File: src/rtl/uart_tx_arbiter_pkg.sv
// Shared definitions for the uart transmit arbiter: arbiter FSM states,
// byte width and the pointer-width helper used by the top and the picker.
package omicron_pkg;

    localparam int BYTE_W = 8;

    typedef enum logic {
        ARB_IDLE  = 1'b0,
        ARB_GRANT = 1'b1
    } arb_state_t;

    // Pointer width for n requesters, never narrower than one bit
    function automatic int ptr_width(input int n);
        return (n > 1) ? $clog2(n) : 1;
    endfunction

endpackage

File: src/rtl/uart_tx_arbiter_if.sv
// Requester-side and uart-side byte channels of the transmit arbiter.
// The master modport is the environment (requesters plus uart), the slave
// modport is the arbiter itself.
interface uart_tx_arbiter_if
    import omicron_pkg::*;
#(
    parameter int NREQ = 2
);

    logic [BYTE_W*NREQ-1:0] req_data;
    logic [NREQ-1:0]        req_valid;
    logic [NREQ-1:0]        req_last;
    logic [NREQ-1:0]        req_ready;
    logic [BYTE_W-1:0]      tx_data;
    logic                   tx_data_valid;
    logic                   tx_data_ready;
    logic [NREQ-1:0]        grant;
    logic                   timeout_err;

    modport master (
        output req_data, req_valid, req_last, tx_data_ready,
        input  req_ready, tx_data, tx_data_valid, grant, timeout_err
    );

    modport slave (
        input  req_data, req_valid, req_last, tx_data_ready,
        output req_ready, tx_data, tx_data_valid, grant, timeout_err
    );

endinterface

File: src/rtl/uart_tx_arbiter_rr_pick.sv
// Combinational round-robin picker: returns the first requesting index
// after i_last_grant, wrapping from NREQ-1 back to 0 by comparison so that
// non-power-of-two requester counts wrap correctly.
module rr_pick
    import omicron_pkg::*;
#(
    parameter  int NREQ  = 2,
    localparam int PTR_W = ptr_width(NREQ)
)(
    input  logic [NREQ-1:0]  i_req,
    input  logic [PTR_W-1:0] i_last_grant,
    output logic [NREQ-1:0]  o_onehot,
    output logic [PTR_W-1:0] o_index
);

    logic [PTR_W-1:0] w_cand;
    logic             w_found;

    // Walk the candidates starting just after the previous owner and keep the first hit
    always_comb begin
        o_onehot = '0;
        o_index  = '0;
        w_cand   = i_last_grant;
        w_found  = 1'b0;
        for (int k = 0; k < NREQ; k++) begin
            if (w_cand == PTR_W'(NREQ - 1)) begin
                w_cand = '0;
            end else begin
                w_cand = w_cand + 1'b1;
            end
            if (!w_found && i_req[w_cand]) begin
                w_found = 1'b1;
                o_index = w_cand;
            end
        end
        if (w_found) begin
            o_onehot[o_index] = 1'b1;
        end
    end

endmodule

File: src/rtl/uart_tx_arbiter.sv
// Packet-locked round-robin arbiter sharing the uart transmit byte channel
// between NREQ requesters, with a one-entry output register toward the uart.
// Optional stall watchdog: define UART_TX_ARB_TIMEOUT_EN to revoke a grant
// after TIMEOUT_CYCLES cycles without an accepted byte.
module uart_tx_arbiter
    import omicron_pkg::*;
#(
    parameter int NREQ           = 2,
    parameter int TIMEOUT_CYCLES = 48000
)(
    input logic              i_clk_48,
    input logic              i_rst,
    uart_tx_arbiter_if.slave bus
);

    localparam int PTR_W = ptr_width(NREQ);

    arb_state_t        r_state;
    arb_state_t        w_next_state;
    logic [NREQ-1:0]   r_grant;
    logic [NREQ-1:0]   w_next_grant;
    logic [PTR_W-1:0]  r_last_grant;
    logic [PTR_W-1:0]  w_next_last_grant;
    logic [PTR_W-1:0]  r_owner;
    logic [PTR_W-1:0]  w_next_owner;
    logic [BYTE_W-1:0] r_tx_data;
    logic              r_tx_valid;
    logic [NREQ-1:0]   w_pick_onehot;
    logic [PTR_W-1:0]  w_pick_index;
    logic [NREQ-1:0]   w_req_ready;
    logic [NREQ-1:0]   w_xfer;
    logic              w_accept;
    logic              w_accept_last;
    logic              w_timeout_hit;
    logic [BYTE_W-1:0] w_owner_data;

    // The owner may push whenever the output register is empty or draining this cycle
    assign w_req_ready   = r_grant & {NREQ{~r_tx_valid | bus.tx_data_ready}};
    assign w_xfer        = bus.req_valid & w_req_ready;
    assign w_accept      = |w_xfer;
    assign w_accept_last = |(w_xfer & bus.req_last);

    rr_pick #(.NREQ(NREQ)) u_pick (
        .i_req        (bus.req_valid),
        .i_last_grant (r_last_grant),
        .o_onehot     (w_pick_onehot),
        .o_index      (w_pick_index)
    );

`ifdef UART_TX_ARB_TIMEOUT_EN
    localparam int CNT_W = $clog2(TIMEOUT_CYCLES + 1);

    logic [CNT_W-1:0] r_stall_cnt;

    assign w_timeout_hit = (r_state == ARB_GRANT) && !w_accept &&
                           (r_stall_cnt == CNT_W'(TIMEOUT_CYCLES - 1));

    // Count grant cycles without progress; a fresh grant or any accepted byte restarts it
    always_ff @(posedge i_clk_48) begin
        if (i_rst || (r_state != ARB_GRANT) || w_accept || w_timeout_hit) begin
            r_stall_cnt <= '0;
        end else begin
            r_stall_cnt <= r_stall_cnt + 1'b1;
        end
    end
`else
    assign w_timeout_hit = 1'b0;
`endif

    // Select the current owner's byte lane
    always_comb begin
        w_owner_data = '0;
        for (int i = 0; i < NREQ; i++) begin
            if (r_owner == PTR_W'(i)) begin
                w_owner_data = bus.req_data[i*BYTE_W +: BYTE_W];
            end
        end
    end

    // Next-state logic: arbitrate in IDLE, hold the owner until its last byte or a revoke
    always_comb begin
        w_next_state      = r_state;
        w_next_grant      = r_grant;
        w_next_last_grant = r_last_grant;
        w_next_owner      = r_owner;
        case (r_state)
            ARB_IDLE: begin
                if (|bus.req_valid) begin
                    w_next_state = ARB_GRANT;
                    w_next_grant = w_pick_onehot;
                    w_next_owner = w_pick_index;
                end
            end
            ARB_GRANT: begin
                if (w_accept_last || w_timeout_hit) begin
                    w_next_state      = ARB_IDLE;
                    w_next_grant      = '0;
                    w_next_last_grant = r_owner;
                end
            end
            default: begin
                w_next_state = ARB_IDLE;
                w_next_grant = '0;
            end
        endcase
    end

    // Arbiter state registers; pointer starts at the top so requester 0 wins first
    always_ff @(posedge i_clk_48) begin
        if (i_rst) begin
            r_state      <= ARB_IDLE;
            r_grant      <= '0;
            r_last_grant <= PTR_W'(NREQ - 1);
            r_owner      <= '0;
        end else begin
            r_state      <= w_next_state;
            r_grant      <= w_next_grant;
            r_last_grant <= w_next_last_grant;
            r_owner      <= w_next_owner;
        end
    end

    // One-entry output register: load on accept, empty when the uart takes the byte
    always_ff @(posedge i_clk_48) begin
        if (i_rst) begin
            r_tx_data  <= '0;
            r_tx_valid <= 1'b0;
        end else if (w_accept) begin
            r_tx_data  <= w_owner_data;
            r_tx_valid <= 1'b1;
        end else if (r_tx_valid && bus.tx_data_ready) begin
            r_tx_valid <= 1'b0;
        end
    end

    assign bus.req_ready     = w_req_ready;
    assign bus.tx_data       = r_tx_data;
    assign bus.tx_data_valid = r_tx_valid;
    assign bus.grant         = r_grant;
    assign bus.timeout_err   = w_timeout_hit;

endmodule

File: src/flat_wrapper.sv
// flat-port wrapper written by rule: the top's interface ports become plain ports
module uart_tx_arbiter_flat import omicron_pkg::*;
#(
    parameter int NREQ           = 2,
    parameter int TIMEOUT_CYCLES = 48000
)
  (i_clk_48, i_rst, bus_req_data, bus_req_valid, bus_req_last, bus_tx_data_ready, bus_req_ready, bus_tx_data, bus_tx_data_valid, bus_grant, bus_timeout_err);
  uart_tx_arbiter_if #(.NREQ(NREQ)) bus_i ();
  input logic i_clk_48;
  input logic i_rst;
  input wire logic [$bits(bus_i.req_data)-1:0] bus_req_data;
  input wire logic [$bits(bus_i.req_valid)-1:0] bus_req_valid;
  input wire logic [$bits(bus_i.req_last)-1:0] bus_req_last;
  input wire logic [$bits(bus_i.tx_data_ready)-1:0] bus_tx_data_ready;
  output wire logic [$bits(bus_i.req_ready)-1:0] bus_req_ready;
  output wire logic [$bits(bus_i.tx_data)-1:0] bus_tx_data;
  output wire logic [$bits(bus_i.tx_data_valid)-1:0] bus_tx_data_valid;
  output wire logic [$bits(bus_i.grant)-1:0] bus_grant;
  output wire logic [$bits(bus_i.timeout_err)-1:0] bus_timeout_err;
  assign bus_i.req_data = bus_req_data;
  assign bus_i.req_valid = bus_req_valid;
  assign bus_i.req_last = bus_req_last;
  assign bus_i.tx_data_ready = bus_tx_data_ready;
  assign bus_req_ready = bus_i.req_ready;
  assign bus_tx_data = bus_i.tx_data;
  assign bus_tx_data_valid = bus_i.tx_data_valid;
  assign bus_grant = bus_i.grant;
  assign bus_timeout_err = bus_i.timeout_err;
  uart_tx_arbiter #(.NREQ(NREQ), .TIMEOUT_CYCLES(TIMEOUT_CYCLES)) u_core (.i_clk_48(i_clk_48), .i_rst(i_rst), .bus(bus_i));
endmodule
File: config.mk
export PLATFORM = sky130hd
export DESIGN_NAME = uart_tx_arbiter_flat
export DESIGN_NICKNAME = d
export VERILOG_FILES = /design/src/rtl/uart_tx_arbiter_pkg.sv /design/src/rtl/uart_tx_arbiter_if.sv /design/src/rtl/uart_tx_arbiter_rr_pick.sv /design/src/rtl/uart_tx_arbiter.sv /design/src/flat_wrapper.sv
export SDC_FILE = /design/constraint.sdc
export NUM_CORES = 1
export LEC_CHECK = 0
export ABC_AREA = 1
export CORE_UTILIZATION = 41
export CTS_CLUSTER_SIZE = 40
export DETAILED_ROUTE_END_ITERATION = 8
export DONT_BUFFER_PORTS = 1
export SETUP_SLACK_MARGIN = 0.15
export SYNTH_ARGS = -nofsm -noshare
export SYNTH_HDL_FRONTEND = slang
export SYNTH_SLANG_ARGS = --single-unit
File: constraint.sdc
create_clock -name i_clk_48 -period 0.9 [get_ports i_clk_48]
set_input_delay 0.18 -clock i_clk_48 [delete_from_list [all_inputs] [get_ports i_clk_48]]
set_output_delay 0.18 -clock i_clk_48 [all_outputs]
set_load 0.05 [all_outputs]
==> impl_metrics.yaml, run 1 <==
routing:
  num_vias: 680
  route.detailed.drc: 0
  drt-initial-drc-count: 8
  antenna_left: 0
  first_pass_iters: 4
  wirelength_um: 1980
  wl_per_cell_um: 15.1
  vias_per_cell: 5.19
placed_design:
  place_area_um2: 966
  numPortBuffers: 0
  dp_slack_ns: -0.172
  globalplace.congestion: 0.725
  dpl.hpwl_um: 1180
  dp.cells: 118
logic_synthesis:
  syn_area_um2: 668
  synth_nets: 109
  avgSynthCellArea_um2: 7.77
  ys_seq_area_frac: 0.419
  synth-warning-count: 0
  syn_inst: 86
  synthDistinctLibCells: 19
  synth_seq_cells: 14
cells_and_area:
  final_nets: 139
  area_delta_synth_final_pct: 77.7
  seq_area_um2: 304
  layout_commonest_cell: "nor2_1"
  insertedDiodeCount: 0
  stdcell_count: 131
  fill_cells: 102
  multi_input_area_um2: 417
  finish.instance_area_um2: 1190
  drive_gt1_frac: 0.600
  final_cell_mix: "20 x nor2_1, 10 x buf_12, 10 x dfxtp_2"
timing:
  setup_slack_ns: -0.286
  finalSetupViolCount: 26
  finalHoldViolations: 0
  max_freq_mhz: 843
  period_share: 1.32
  setup_tns_ns: -4.12
  slew_viol_final: 0
  min_period_ns: 1.19
  finClkSkew_ns: 0.00210
  rsz0062_at_grt: "true"
setup_path:
  endpoint_kind: "output pin"
  crit_fanout: 3
  critPathRequiredTime_ns: 0.72
  startpoint_type: "flip-flop"
  rr_endpoint: "u_core.r_last_grant"
  arrival_ns: 1.01
  r2r_cells: 8
  reg2reg_from: "u_core.bus.tx_data_valid"
  r2r_slack_ns: -0.22
  critical_path_class: "flip-flop to output pin"
floorplan:
  die_y_um: 42.4
  pin_count: 37
  dieArea_um2: 1800
  rows: 14
  die_w_um: 42.4
  core_um2: 1510
  initial_utilization: 0.444
job:
  cap_violations: 0
pwr:
  p_int_mw: 1.24
  p_switching_mw: 0.616
  swShare: 0.331
  powerDensity_nw_per_um2: 1570
  clock_power_share: 0.244
  max-vdd-ir-drop_uv: 1120
  leakage_nw: 0.526
  seq_power_share: 0.392
  combinationalPowerShare: 0.364
clocking:
  cts_tree: "done"
  clkTransAtPathRegs_ns: 0.09
  htree_levels: 1
  clockRootBuffer: "clkbuf_4"
  clk_latency_ns: 0.27
  clk_path_buf_depth: 2
  clock-sinks: 14
  cts_buffers: 3
run_status:
  violations: "setup timing"
  status: "finished with violations"
hold_path:
  hold_path_class: "primary input to flip-flop"
  min_from: "bus_req_valid[1]"
  worstHoldPathCells: 2
  hold_end: "u_core.r_state"
global_route:
  grt_pass1_vias: 645
  antenna_found_initial: 0
  overflow: 0
  grt_pass1_wl_um: 2810
  grtUsageTotal: 0.208
  grt_start_max_net_pins: 12
-- cells in the mapped netlist, drive strengths merged --
| cell type | instances | area share |
|---|---|---|
| a21bo | 1 | 0.015 |
| or2 | 1 | 0.013 |
| nor2 | 23 | 0.13 |
| buf | 2 | 0.028 |
| nor3 | 1 | 0.0075 |
| clkbuf | 1 | 0.0056 |
| o21ai | 9 | 0.067 |
| nand4 | 2 | 0.019 |
| inv | 8 | 0.045 |
| a21oi | 2 | 0.015 |
| nand3 | 4 | 0.030 |
| mux2 | 8 | 0.13 |
| conb | 1 | 0.0056 |
| dfxtp | 14 | 0.42 |
| nand2 | 9 | 0.062 |
-- per-stage QoR --
stage               power, mW   util  hold slack [ns]
floorplan                1.06      -            0.249
global placement         1.30  0.641            0.257
detailed placement       1.30  0.641            0.252
CTS                      1.82  0.743           0.0477
global route             1.94  0.788           0.0540
finish                   1.86  0.788           0.0499
-- per-layer routing --
metal / global-route usage / share of wire / wire (um) / vias to the layer above
met5: 0 / 0 / 0 / -
met4: 0.0563 / 0.0066 / 13 / 0
met3: 0.0560 / 0.062 / 122 / 2
met2: 0.397 / 0.55 / 1090 / 27
met1: 0.220 / 0.38 / 759 / 312
li1: - / - / - / 339
-- layout make-up --
type                    count  share of cell area
multi-input cells          62               0.351
repair buffers             27               0.316
flip-flops and latches     14               0.256
clock buffers               4              0.0306
inverters                   8              0.0295
well taps                  16              0.0169
-- power by group through the flow --
stage	clock (mW)	combinational, mW	sequential [mW]
global placement	0	0.566	0.730
floorplan	0	0.195	0.866
CTS	0.457	0.635	0.727
global route	0.497	0.707	0.734
detailed placement	0	0.572	0.732
finish	0.454	0.676	0.729
-- flip-flops by register name (all words and copies together), names as in the netlist --
name                      cells
u_core.r_state                1
u_core.bus.tx_data            8
u_core.bus.grant              2
u_core.r_owner                1
u_core.bus.tx_data_valid      1
u_core.r_last_grant           1
-- worst max-delay path by stage --
| stage | slack [ns] | endpoint | cells after the start | start |
|---|---|---|---|---|
| global placement | -0.14 | u_core.bus.tx_data[1] | 4 | u_core.r_owner |
| floorplan | -0.10 | u_core.bus.tx_data[0] | 6 | u_core.bus.tx_data_valid |
| global route | -0.33 | bus_req_ready[1] | 4 | u_core.bus.tx_data_valid |
| finish | -0.29 | bus_req_ready[1] | 4 | u_core.bus.tx_data_valid |
| CTS | -0.28 | bus_req_ready[1] | 4 | u_core.bus.tx_data_valid |
| detailed placement | -0.17 | u_core.bus.tx_data[1] | 4 | u_core.r_owner |
-- critical path, stage by stage, from the launching register on --
cell and delay, ns:
dfxtp_4 0.36, nand2_4 0.07, inv_4 0.05, nor2_4 0.10, buf_12 0.14
-- kinds of logic (layout without fill, tap and decap cells) --
kind of cell,count (synthesis),count (layout),share of synthesized area
simple gates,40,41,0.264
flops,14,14,0.419
compound gates,12,12,0.0974
buf+inv,11,39,0.0787
mux,8,8,0.135
other cells,1,1,0.00561
-- repair_timing --
action,in CTS,in global routing
pin swaps,6,2
resized for setup,24,13
endpoints found under the setup margin,27,27
setup buffers,6,1
endpoints found under the hold margin,1,0
gates cloned,0,1
hold buffers,1,0
(Power assumes the default switching activity.)
==> inputs of run 2 (changes only) <==
Settings changed: ABC_AREA 1 to default, HOLD_SLACK_MARGIN from default to 0.08.
==> run 2 against run 1 <==
Critical endpoint unchanged; the flow finishes with violations (hold timing, setup timing); final cell count is 16% lower; largest cell class unchanged; synthesized area is 4.5% higher; power is 7.9% lower; combinational power is 11% lower; sequential cell count stayed put; register-to-register slack hardly changed; non-clock buffer count stayed put; largest power group unchanged; setup slack worse by 0.030 ns; hold slack worse by 0.11 ns.
==> impl_metrics.yaml, run 2 <==
setup_path:
  rr_endpoint: "u_core.bus.grant[0]"
  critPathRequiredTime_ns: 0.72
  arrival_ns: 1.04
  r2r_slack_ns: -0.21
  crit_fanout: 3
  endpoint_kind: "output pin"
  reg2reg_from: "u_core.bus.grant[0]"
  critical_path_class: "flip-flop to output pin"
  startpoint_type: "flip-flop"
  r2r_cells: 3
logic_synthesis:
  synth_edf_count: 0
  ys_top_cells_by_area: "dfxtp_1 40%, a211oi_2 14%, mux2i_1 13%"
  synth-warning-count: 0
  synth_commonest_cells: "14 x dfxtp_1, 10 x a21oi_1, 9 x mux2i_1"
  avgSynthCellArea_um2: 10.1
  yosysMostFrequentCell: "dfxtp_1"
  async_flop_share: 0
  syn_inst: 69
  dominantRegCellSynth: "dfxtp_1"
  synth_seq_cells: 14
  synth_nets: 92
  synth_top_area_share: 0.401
  syn_area_um2: 698
  yosysTopAreaCell: "dfxtp_1"
  synthDistinctLibCells: 24
  ys_seq_area_frac: 0.401
cells_and_area:
  drive_gt1_frac: 0.713
  area_delta_synth_final_pct: 56.3
  final_util: 0.708
  insertedDiodeCount: 0
  final_nets: 118
  largest_reg_flops: 8
  layout_commonest_cell: "buf_4"
floorplan:
  die_w_um: 43.3
  initial_utilization: 0.453
  dieArea_um2: 1870
  core_um2: 1540
  die_y_um: 43.3
  pin_count: 37
  rows: 14
global_route:
  grtUsageTotal: 0.189
  antenna_found_initial: 0
  overflow: 0
  grt_pass1_vias: 626
  grt_pass1_wl_um: 2660
  grt_start_max_net_pins: 16
timing:
  min_period_ns: 1.22
  setup_slack_ns: -0.315
  finClkSkew_ns: 0.00434
  finalSetupViolCount: 26
  rsz0062_at_grt: "true"
  slew_viol_final: 0
  period_share: 1.35
  holdWs_ns: -0.0618
  max_freq_mhz: 823
  finalHoldViolations: 13
routing:
  num_vias: 622
  wirelength_um: 1630
  vias_per_cell: 5.65
  wl_per_cell_um: 14.8
  route.detailed.drc: 0
  drt-initial-drc-count: 6
  antenna_left: 0
  first_pass_iters: 4
pwr:
  leakage_nw: 0.424
  power_mw: 1.71
  max-vdd-ir-drop_uv: 974
  powerDensity_nw_per_um2: 1570
hold_path:
  worstHoldPathCells: 1
  hold_path_class: "primary input to flip-flop"
  min_from: "i_rst"
  hold_end: "u_core.bus.tx_data[3]"
placed_design:
  numPortBuffers: 0
  globalplace.congestion: 0.845
  dpl.hpwl_um: 1090
run_status:
  status: "finished with violations"
  violations: "hold timing, setup timing"
clocking:
  clk_latency_ns: 0.28
  cts_tree: "done"
  clk_path_buf_depth: 2
  clockRootBuffer: "clkbuf_4"
  clock-sinks: 14
  htree_levels: 1
  cts_buffers: 3
  clkTransAtPathRegs_ns: 0.09
job:
  cap_violations: 0
==> run 2: critical path, cell delays in order, from the launching register on <==
cell,delay (ns)
dfxtp_4,0.37
buf_12,0.14
and2_4,0.24
==> run 2: where the power goes <==
part / switching (mW) / leakage, nW / total, mW / internal (mW)
Sequential: 0.0447 / 0.120 / 0.718 / 0.673
Clock: 0.217 / 0.0150 / 0.389 / 0.172
Combinational: 0.319 / 0.289 / 0.605 / 0.286
Total: 0.580 / 0.424 / 1.71 / 1.13
==> run 2: logic make-up (layout without fill, tap and decap cells) <==
group	after synthesis	after routing	synth area share
compound gates	21	21	0.253
buf+inv	6	31	0.0609
flops	14	14	0.401
mux	9	9	0.129
other cells	1	1	0.00537
simple gates	18	18	0.151
==> run 2: how the worst max path moves through the flow <==
stage,start,end,depth (start not counted)
floorplan,u_core.bus.grant[0],u_core.bus.tx_data[0],5
global placement,u_core.bus.grant[0],u_core.bus.tx_data[4],4
detailed placement,u_core.bus.grant[0],u_core.bus.grant[0],3
CTS,u_core.bus.grant[1],bus_req_ready[1],2
global route,u_core.bus.grant[0],bus_req_ready[0],2
finish,u_core.bus.grant[1],bus_req_ready[1],2
==> run 2: layer usage <==
metal	global-route usage	wire, um	vias up
met1	0.230	670	290
met3	0.0255	103	4
met5	0	0	-
met2	0.331	835	27
met4	0.0727	24	0
li1	-	-	301
==> run 2: repair_timing <==
action,in CTS,in global routing
setup endpoints to repair,27,27
pin swaps,8,2
endpoints found under the hold margin,14,13
gates resized for setup,41,5
buffers inserted,8,0
==> run 2: area by class of cell <==
class / count / area, um2
clock buffer: 4 / 26.3
fill: 119 / 450
multi-input combinational: 49 / 443
sequential: 14 / 303
tap: 16 / 20.0
timing repair buffer: 27 / 299
==> run 2: through the flow <==
step                      hold slack (ns)  worst slack (ns)  cell area, um2  cells  setup TNS [ns]
after detailed placement            0.244            -0.201             843     98           -2.05
after floorplan                     0.246            -0.331             733     69           -3.70
final                             -0.0618            -0.315            1090    110           -3.36
after global placement              0.244            -0.173             843     98           -1.91
after CTS                         -0.0645            -0.330            1070    110           -3.44
after global routing              -0.0623            -0.327            1090    110           -4.07
